[src/rtl/regfile_pkg.sv]
// rtl/regfile_pkg.sv - shared types and constants for the register-file arbiter
package regfile_pkg;

  localparam int NUM_REGS = 16;
  localparam int DATA_W   = 32;
  localparam int REG_W    = 4;
  localparam int NUM_REQ  = 3;

  localparam int REQ_WB  = 0;
  localparam int REQ_OPA = 1;
  localparam int REQ_OPB = 2;

  typedef enum logic [1:0] {
    ST_IDLE = 2'd0,
    ST_INIT = 2'd1,
    ST_RUN  = 2'd2
  } state_t;

endpackage

[src/rtl/regfile_rr_arb.sv]
// rtl/regfile_rr_arb.sv - two-way round-robin pick between the operand requesters
module regfile_rr_arb (
  input  logic       clk,
  input  logic       rstn,
  input  logic [1:0] valid,
  input  logic       advance,
  output logic [1:0] choice
);

  // fav_b = 0 favours requester 1, fav_b = 1 favours requester 2
  logic fav_b;

  always_ff @(posedge clk or negedge rstn) begin
    if (!rstn) begin
      fav_b <= 1'b0;
    end else if (advance) begin
      fav_b <= ~fav_b;
    end
  end

  always_comb begin
    choice = 2'b00;
    if (valid[0] && (!fav_b || !valid[1])) begin
      choice = 2'b01;
    end else if (valid[1]) begin
      choice = 2'b10;
    end
  end

endmodule

[src/rtl/regfile_arbiter.sv]
// rtl/regfile_arbiter.sv - three-requester register-file port arbiter with clear-on-reset
module regfile_arbiter
  import regfile_pkg::*;
#(
  parameter int STARVE_LIMIT = 4,
  parameter bit INIT_CLEAR   = 1'b1
) (
  input  logic                           clk,
  input  logic                           rstn,
  input  logic [NUM_REQ-1:0]             req_valid,
  output logic [NUM_REQ-1:0]             req_ready,
  input  logic [NUM_REQ-1:0]             req_write,
  input  logic [NUM_REQ-1:0]             req_gf,
  input  logic [NUM_REQ-1:0][REG_W-1:0]  req_regnum,
  input  logic [NUM_REQ-1:0][DATA_W-1:0] req_wdata,
  output logic [NUM_REQ-1:0]             rsp_valid,
  output logic [DATA_W-1:0]              rsp_data,
  output logic                           rf_enable,
  output logic                           rf_rwflag,
  output logic                           rf_gf_flag,
  output logic [REG_W-1:0]               rf_regnum,
  output logic [DATA_W-1:0]              rf_inp,
  input  logic [DATA_W-1:0]              rf_outp,
  output logic                           init_done
);

  localparam int SW = $clog2(STARVE_LIMIT + 2);

  state_t             state, next_state;
  logic [4:0]         init_cnt;
  logic [SW-1:0]      starve_cnt;
  logic [NUM_REQ-1:0] pend;
  logic [NUM_REQ-1:0] grant;
  logic [1:0]         rr_choice;
  logic               any_op;
  logic               force_rr;

  assign any_op   = req_valid[REQ_OPA] | req_valid[REQ_OPB];
  assign force_rr = any_op && (starve_cnt == SW'(STARVE_LIMIT));

  regfile_rr_arb u_rr (
    .clk     (clk),
    .rstn    (rstn),
    .valid   (req_valid[REQ_OPB:REQ_OPA]),
    .advance (grant[REQ_OPA] | grant[REQ_OPB]),
    .choice  (rr_choice)
  );

  always_comb begin
    next_state = state;
    grant      = '0;
    rf_enable  = 1'b0;
    rf_rwflag  = 1'b0;
    rf_gf_flag = 1'b0;
    rf_regnum  = '0;
    rf_inp     = '0;
    case (state)
      ST_IDLE: next_state = INIT_CLEAR ? ST_INIT : ST_RUN;
      ST_INIT: begin
        rf_enable  = 1'b1;
        rf_rwflag  = 1'b1;
        rf_gf_flag = init_cnt[4];
        rf_regnum  = init_cnt[3:0];
        if (init_cnt == 5'd31) next_state = ST_RUN;
      end
      ST_RUN: begin
        // writeback wins unless an operand requester has waited STARVE_LIMIT grants
        if (req_valid[REQ_WB] && !force_rr) grant = 3'b001;
        else                                 grant = {rr_choice, 1'b0};
        for (int i = 0; i < NUM_REQ; i++) begin
          if (grant[i]) begin
            rf_enable  = 1'b1;
            rf_rwflag  = req_write[i];
            rf_gf_flag = req_gf[i];
            rf_regnum  = req_regnum[i];
            rf_inp     = req_wdata[i];
          end
        end
      end
      default: next_state = ST_IDLE;
    endcase
  end

  always_ff @(posedge clk or negedge rstn) begin
    if (!rstn) begin
      state      <= ST_IDLE;
      init_cnt   <= '0;
      starve_cnt <= '0;
      pend       <= '0;
    end else begin
      state <= next_state;
      if (state == ST_INIT) init_cnt <= init_cnt + 5'd1;
      if (grant[REQ_WB] && any_op) starve_cnt <= starve_cnt + SW'(1);
      else                         starve_cnt <= '0;
      pend <= grant & ~req_write;
    end
  end

  assign req_ready = grant;
  assign rsp_valid = pend;
  assign rsp_data  = rstn ? rf_outp : '0;
  assign init_done = (state == ST_RUN);

endmodule
[config.mk]
export PLATFORM = sky130hd
export DESIGN_NAME = regfile_arbiter
export DESIGN_NICKNAME = d
export VERILOG_FILES = /design/src/rtl/regfile_pkg.sv /design/src/rtl/regfile_rr_arb.sv /design/src/rtl/regfile_arbiter.sv
export SDC_FILE = /design/constraint.sdc
export NUM_CORES = 1
export LEC_CHECK = 0
export BUFFER_PORTS_ARGS = -buffer_cell sky130_fd_sc_hd__buf_4
export CORE_AREA = 5 5 86 88
export DETAILED_ROUTE_END_ITERATION = 8
export DIE_AREA = 0 0 91 93
export GPL_ROUTABILITY_DRIVEN = 0
export PLACE_DENSITY = 0.69
export SYNTH_ARGS = -nofsm -noshare
export SYNTH_HDL_FRONTEND = slang
export SYNTH_SLANG_ARGS = --single-unit
[constraint.sdc]
create_clock -name clk -period 2.8 [get_ports clk]
set_clock_uncertainty 0.05 [all_clocks]
set_input_delay 0.14 -clock clk [delete_from_list [all_inputs] [get_ports clk]]
set_output_delay 0.14 -clock clk [all_outputs]
set_load 0.03 [all_outputs]
# == Yosys cells after proc, flatten, opt, wreduce, memory -nomap -nowiden ==
# Index checks and enable logic that the tools add are counted.
# classes
add_sub_neg,2
n_lt_le_gt_ge,0
muxes,29
n_bitwise,6
shifts,0
n_eq_ne,5
div,0
mul,0
n_reduce_logical,10
# ops
op,count
$mux W32,5
$mux W3,4
$mux W4,3
$mux W1,9
$pmux W4 S2,1
$mux W2,3
$pmux W1 S2,3
$pmux W2 S3,1
$add A5 B1 Y5 const B,1
$eq A5 B5 Y1 const B,1
$logic_and A1 B1 Y1,4
$add A3 B1 Y3 const B,1
$and A3 B3 Y3,1
$eq A3 B3 Y1 const B,1
$logic_not A1 Y1,3
$not A3 Y3,1
$eq A2 B1 Y1 const B,1
$eq A2 B2 Y1 const B,1
$logic_not A2 Y1,1
$ne A2 B2 Y1 const B,1
$not A1 Y1,2
$or A1 B1 Y1,2
$reduce_and A2 Y1,1
$logic_or A1 B1 Y1,1
# totals
regBits,14
rom_bits,0
mem_bits_rw,0
n_memories,0
latch_bits,0
inputBits,151

# == Depth between registers and ports, before layout ==
# logic_depth
ltp_word,10
mapped_depth,8
ltp_nobuf,7

# == Modules after synthesis ==
# From an unflattened synthesis, not the netlist that was laid out.
# unflattened
hier_cells,250
hier_area_um2,1831.8
# by_module_without_submodules
mod,seq_area_each_um2,area_per_inst_um2,n_inst,cells_per_inst
regfile_arbiter,325.3,1779.2,1,245
regfile_rr_arb,25.0,52.6,1,5

# == Worst setup path after synthesis ==
# OpenSTA, ideal clock, no wires.
# synth_path
kind,register to output
from,reg state[0]
to,out rf_regnum[2]
stages_incl_launch_ff,7
path_buffers,2
setup_slack_ns,0.627
arrival_ns,1.983
cell_sequence,dfrtp_1 > inv_1 > ha_1 > clkbuf_1 > clkbuf_1 > a32oi_1 > o22ai_1
# synth_via
elab_chain_len,2
# synth_lines
item,line,rtl
"start, declared",regfile_arbiter.sv:29,"state_t state, next_state;"
"start signal, assigned",regfile_arbiter.sv:91,state <= next_state;
$eq A2 B2 Y1,n/a,
via init_done,regfile_arbiter.sv:24,output logic init_done
$pmux W4 S2,regfile_arbiter.sv:57,case (state)
"end, declared",regfile_arbiter.sv:21,"output logic [REG_W-1:0] rf_regnum,"
# The timed path passes the listed nets, and every way through them passes these cells.

# == Final worst setup path ==
# layout_path
from,reg starve_cnt[0]
to,out rf_rwflag
# layout_via
elab_chain_len,10
# layout_lines
item,line,rtl
"start, declared",regfile_arbiter.sv:31,logic [SW-1:0] starve_cnt;
"start signal, assigned",regfile_arbiter.sv:93,if (grant[REQ_WB] && any_op) starve_cnt <= starve_cnt + SW'(1);
$eq A3 B3 Y1 (*),regfile_arbiter.sv:39,assign force_rr = any_op && (starve_cnt == SW'(STARVE_LIMIT));
$logic_and A1 B1 Y1 (*),regfile_arbiter.sv:39,
$logic_not A1 Y1 (*),regfile_arbiter.sv:68,if (req_valid[REQ_WB] && !force_rr) grant = 3'b001;
$logic_and A1 B1 Y1 (*),regfile_arbiter.sv:68,
$mux W3 (*),regfile_arbiter.sv:68,
$mux W3 (*),regfile_arbiter.sv:57,
$mux W1 (2 in a row),regfile_arbiter.sv:71,if (grant[i]) begin
$mux W1 (*),regfile_arbiter.sv:71,
$pmux W1 S2 (*),regfile_arbiter.sv:57,
"end, declared",regfile_arbiter.sv:19,"output logic rf_rwflag,"
# Mark *: on every way between the ends. The rest lies on a longest branch, timed or not. The select of a mux whose other input is x is not followed.

==> flow_results.org <==
** Global routing
- GRT Util Overall :: 0.176
- The first global-routing pass estimated 12700 µm of wire.
- Leftover overflow at the end of global routing :: 0
- Largest net degree at the start of global routing :: 49
- The via count of the first global-routing pass was ~2500.
- The number of antenna violations at the first check in global routing came to 0.

** Power
- Summed over all cells, the static leakage comes to between 1.5 and 2 nW.
- In this run the power density over the cells is around 340 nW/µm².
- Total power for the finished layout comes to 1.18 mW.
- The worst-case IR drop observed on VDD is ~0.17 mV.

** Critical path
- The worst setup path is of the flip-flop to primary output kind.
- Critical register-to-register path endpoint :: rsp_valid[1]$_DFF_PN0_
- Launch instance of the worst register-to-register path :: starve_cnt[0]$_DFF_PN0_
- Slowest cell on crit path :: sky130_fd_sc_hd__dfrtp_1
- Counting cells, the worst reg-to-reg path comes to 7.
- For flop-to-flop paths, the worst setup slack is 980 ps.
- Crit-path max FO :: 34
- Worst-path cell chain :: inv_1, ha_1, a21bo_2, and3_1, buf_12, a221oi_1, o22ai_1, buf_4
- Arrival time of the worst setup path :: ~2200 ps
- Startpoint class of the critical path :: flip-flop
- Data required time of the worst path :: roughly 2600 ps
- The worst setup path is captured at a primary output.
- For this run, the slowest stage of the critical path takes 360 ps.

** Cells and area
- Number of cells in the finished layout apart from fillers :: a little under 500
- From synthesis to final layout, the design area changed by 107%.
- Layout Cell Area excl Fill :: 3470 µm²
- The number of antenna diodes in the final layout is 0.
- Measured on the finished design, the core utilization comes to 0.529.
- The final layout contains around 580 nets.
- Fill cell count :: roughly 630
- Share of layout cells above drive strength 1 :: 0.575

** Die
- Placeable Area :: ~6600 µm²
- Measured along the y axis, the die boundary spans 93 µm.
- The floorplan has 30 rows.
- IO Pins :: between 200 and 250
- For this configuration, the core starts out at a cell density of 0.255.
- Chip width :: approximately 91 µm
- The die covers 8460 µm².

** Logic synthesis
- The average instance in the mapped netlist occupies 8.35 µm².
- For this run, the register share of the synthesized area comes to 0.209.
- Synthesized flop and latch total :: 14
- Mapped cell area :: between 1500 and 2000 µm²
- Synthesis produced a netlist whose cell count is about 200.
- After synthesis, the cell types taking the most area are sky130_fd_sc_hd__dfrtp_1 (21%), sky130_fd_sc_hd__a222oi_1 (19%), sky130_fd_sc_hd__and2_1 (13%).
- The biggest area contributor in the post-synthesis netlist is sky130_fd_sc_hd__dfrtp_1.
- Share of synthesized registers carrying an async set or reset :: 1.00
- Most numerous cell types in the synthesized netlist :: sky130_fd_sc_hd__and2_1 (35), sky130_fd_sc_hd__nor2b_1 (35), sky130_fd_sc_hd__a222oi_1 (32), sky130_fd_sc_hd__dfrtp_1 (14), sky130_fd_sc_hd__clkbuf_1 (13)
- In this run, distinct cell masters in the synthesized netlist total 30.
- The share of synthesized area in the top cell type comes to 0.209.
- Synthesized netlist net count :: 359
- Primary FF master, synth :: sky130_fd_sc_hd__dfrtp_1
- Yosys mapped a number of flops with a built-in enable equal to 0.
- Yosys printed 0 warnings.

** Route
- In the routed design, unresolved DRC markers number 0.
- Total routed wirelength :: around 8500 µm
- Pre-antenna DRT Iters :: 8
- Per-cell via count in the routed design :: slightly above 5
- Routed via count :: 2552
- Wire per inst :: roughly 17 µm
- Detailed Route Iter0 Violations :: roughly 160
- Final antenna-violating net count :: 0

** Run status
- Outcome :: complete, no violations

** Placement
- Post-Place Setup Slack :: 704 ps
- The HPWL after detailed placement is roughly 6700 µm.
- DP Cell Count :: between 400 and 500
- Summing all placed instances gives a cell area of about 3400 µm².
- Input and output buffers added on the ports amount to approximately 230.

** Timing
- Setup violations, final :: 0
- Fin crit period :: between 2000 and 2500 ps
- Highest clock rate :: roughly 0.42 GHz
- For the pin with the worst max-slew slack, the measured transition is 501 ps.
- Setup repair after global routing left no endpoint under its margin.
- Final Max Slew Viols :: 0
- The worst pin sits at a relative slew slack of 0.666.
- After routing, the total negative slack on setup checks comes to 0 ps.
- The hold violation total from the final report came to 0.
- Crit share post-route :: 0.846
- Setup slack closes at approximately 430 ps.
- Worst hold slack :: between 9 and 10 ps

** Clocking
- Clock tree synthesis inserted a total of 3 buffers.
- Clk Tree Root Cell :: sky130_fd_sc_hd__clkbuf_8
- Buffers inserted to repair hold after CTS numbered 1.
- Clock buffer depth :: 2
- In this run the number of H-tree levels came out at 1.
- Clock-pin slew was measured on the worst setup and hold paths at 60 ps.
- Post-CTS Setup Repair Bufs :: 0
- Clock latency at the later pin of the worst-skew pair :: between 200 and 250 ps
- The tree built by TritonCTS fans out to 14 sinks.
- The number of gates resized after CTS was 0.
- Clock tree from TritonCTS :: done

** Hold path
- The worst hold path begins at req_write[0].
- Counting instances, the worst hold path has a depth of 2.
- Terminating pin of the worst hold path :: rsp_valid[0]$_DFF_PN0_
- Path class of the lowest-slack min-delay path :: input pin to flip-flop

** Run
- Across the run, the number of max-cap violations was 0.
[cells in the final DEF, fill, tap and decap left out, drive strengths merged]
cell | netlist | final
a21bo | 1 | 1
a32oi | 5 | 5
nand2 | 3 | 3
o31ai | 1 | 1
nor2 | 3 | 3
a222oi | 32 | 32
nand3 | 2 | 2
o21ai | 3 | 3
a21oi | 2 | 2
o21a | 1 | 1
a221oi | 1 | 1
nand4 | 1 | 1
o22ai | 6 | 6
nor2b | 35 | 35
dfrtp | 14 | 14
buf | 8 | 232
nand2b | 1 | 1
ha | 7 | 7
and3 | 4 | 4
dlygate4sd3 | 0 | 1
clkbuf | 13 | 3
a22oi | 5 | 5
xnor2 | 4 | 4
mux2 | 2 | 2
o211ai | 3 | 3
inv | 8 | 8
and2 | 35 | 35
xor2 | 1 | 1
[report_power, final]
group	internal, mW	switching (mW)	leakage, nW
Clock	0.0950	0.0663	0.0216
Combinational	0.372	0.426	1.60
Sequential	0.215	0.00931	0.184
[worst max path at each step]
| stage | start | end | depth (start not counted) |
|---|---|---|---|
| CTS | starve_cnt[0]$_DFF_PN0_ | rf_rwflag | 8 |
| global placement | starve_cnt[0]$_DFF_PN0_ | rf_inp[6] | 8 |
| detailed placement | starve_cnt[0]$_DFF_PN0_ | rf_inp[6] | 8 |
| finish | starve_cnt[0]$_DFF_PN0_ | rf_rwflag | 8 |
| global route | starve_cnt[0]$_DFF_PN0_ | rf_rwflag | 8 |
| floorplan | state[0]$_DFFE_PN0P_ | rf_regnum[2] | 6 |
[critical path: cells and delay by family (launching register included)]
family	cells	cell delay [ps]
flops	1	360
compound gates	3	660
simple gates	1	260
buf+inv	3	440
fa+ha+maj	1	200
[registers in the layout, indices dropped and copies added, names as in the netlist]
name	count
rsp_valid	3
init_cnt	5
starve_cnt	3
u_rr.fav_b	1
state	2
[area by class of cell]
type / count / area (µm²) / area share
multi-input cells: 158 / 1190 / 0.342
inverters: 8 / 30.0 / 0.00865
clock buffers: 3 / 41.3 / 0.0119
flip-flops and latches: 14 / 350 / 0.101
well taps: 80 / 100 / 0.0288
repair buffers: 233 / 1760 / 0.508
[routing by layer]
layer  vias to the layer above  global-route usage  wire length (µm)
li1                       1205                   -                 -
met1                      1205               0.208              3250
met2                       136               0.321              4500
met3                         6              0.0563               723
met4                         0              0.0171                57
met5                         -                   0                 0
[kinds of logic (layout without fill, tap and decap cells)]
kind of cell,Yosys count,count (layout),share of synthesized area
XOR/XNOR,5,5,0.0261
AND/OR/NAND/NOR,84,84,0.306
flip-flops,14,14,0.209
multiplexers,2,2,0.0134
AO/OA/AOI/OAI,60,60,0.310
adder cells (fa/ha/maj),7,7,0.0522
buffers and inverters,29,244,0.0835
Power figures use the tool's default switching activity.
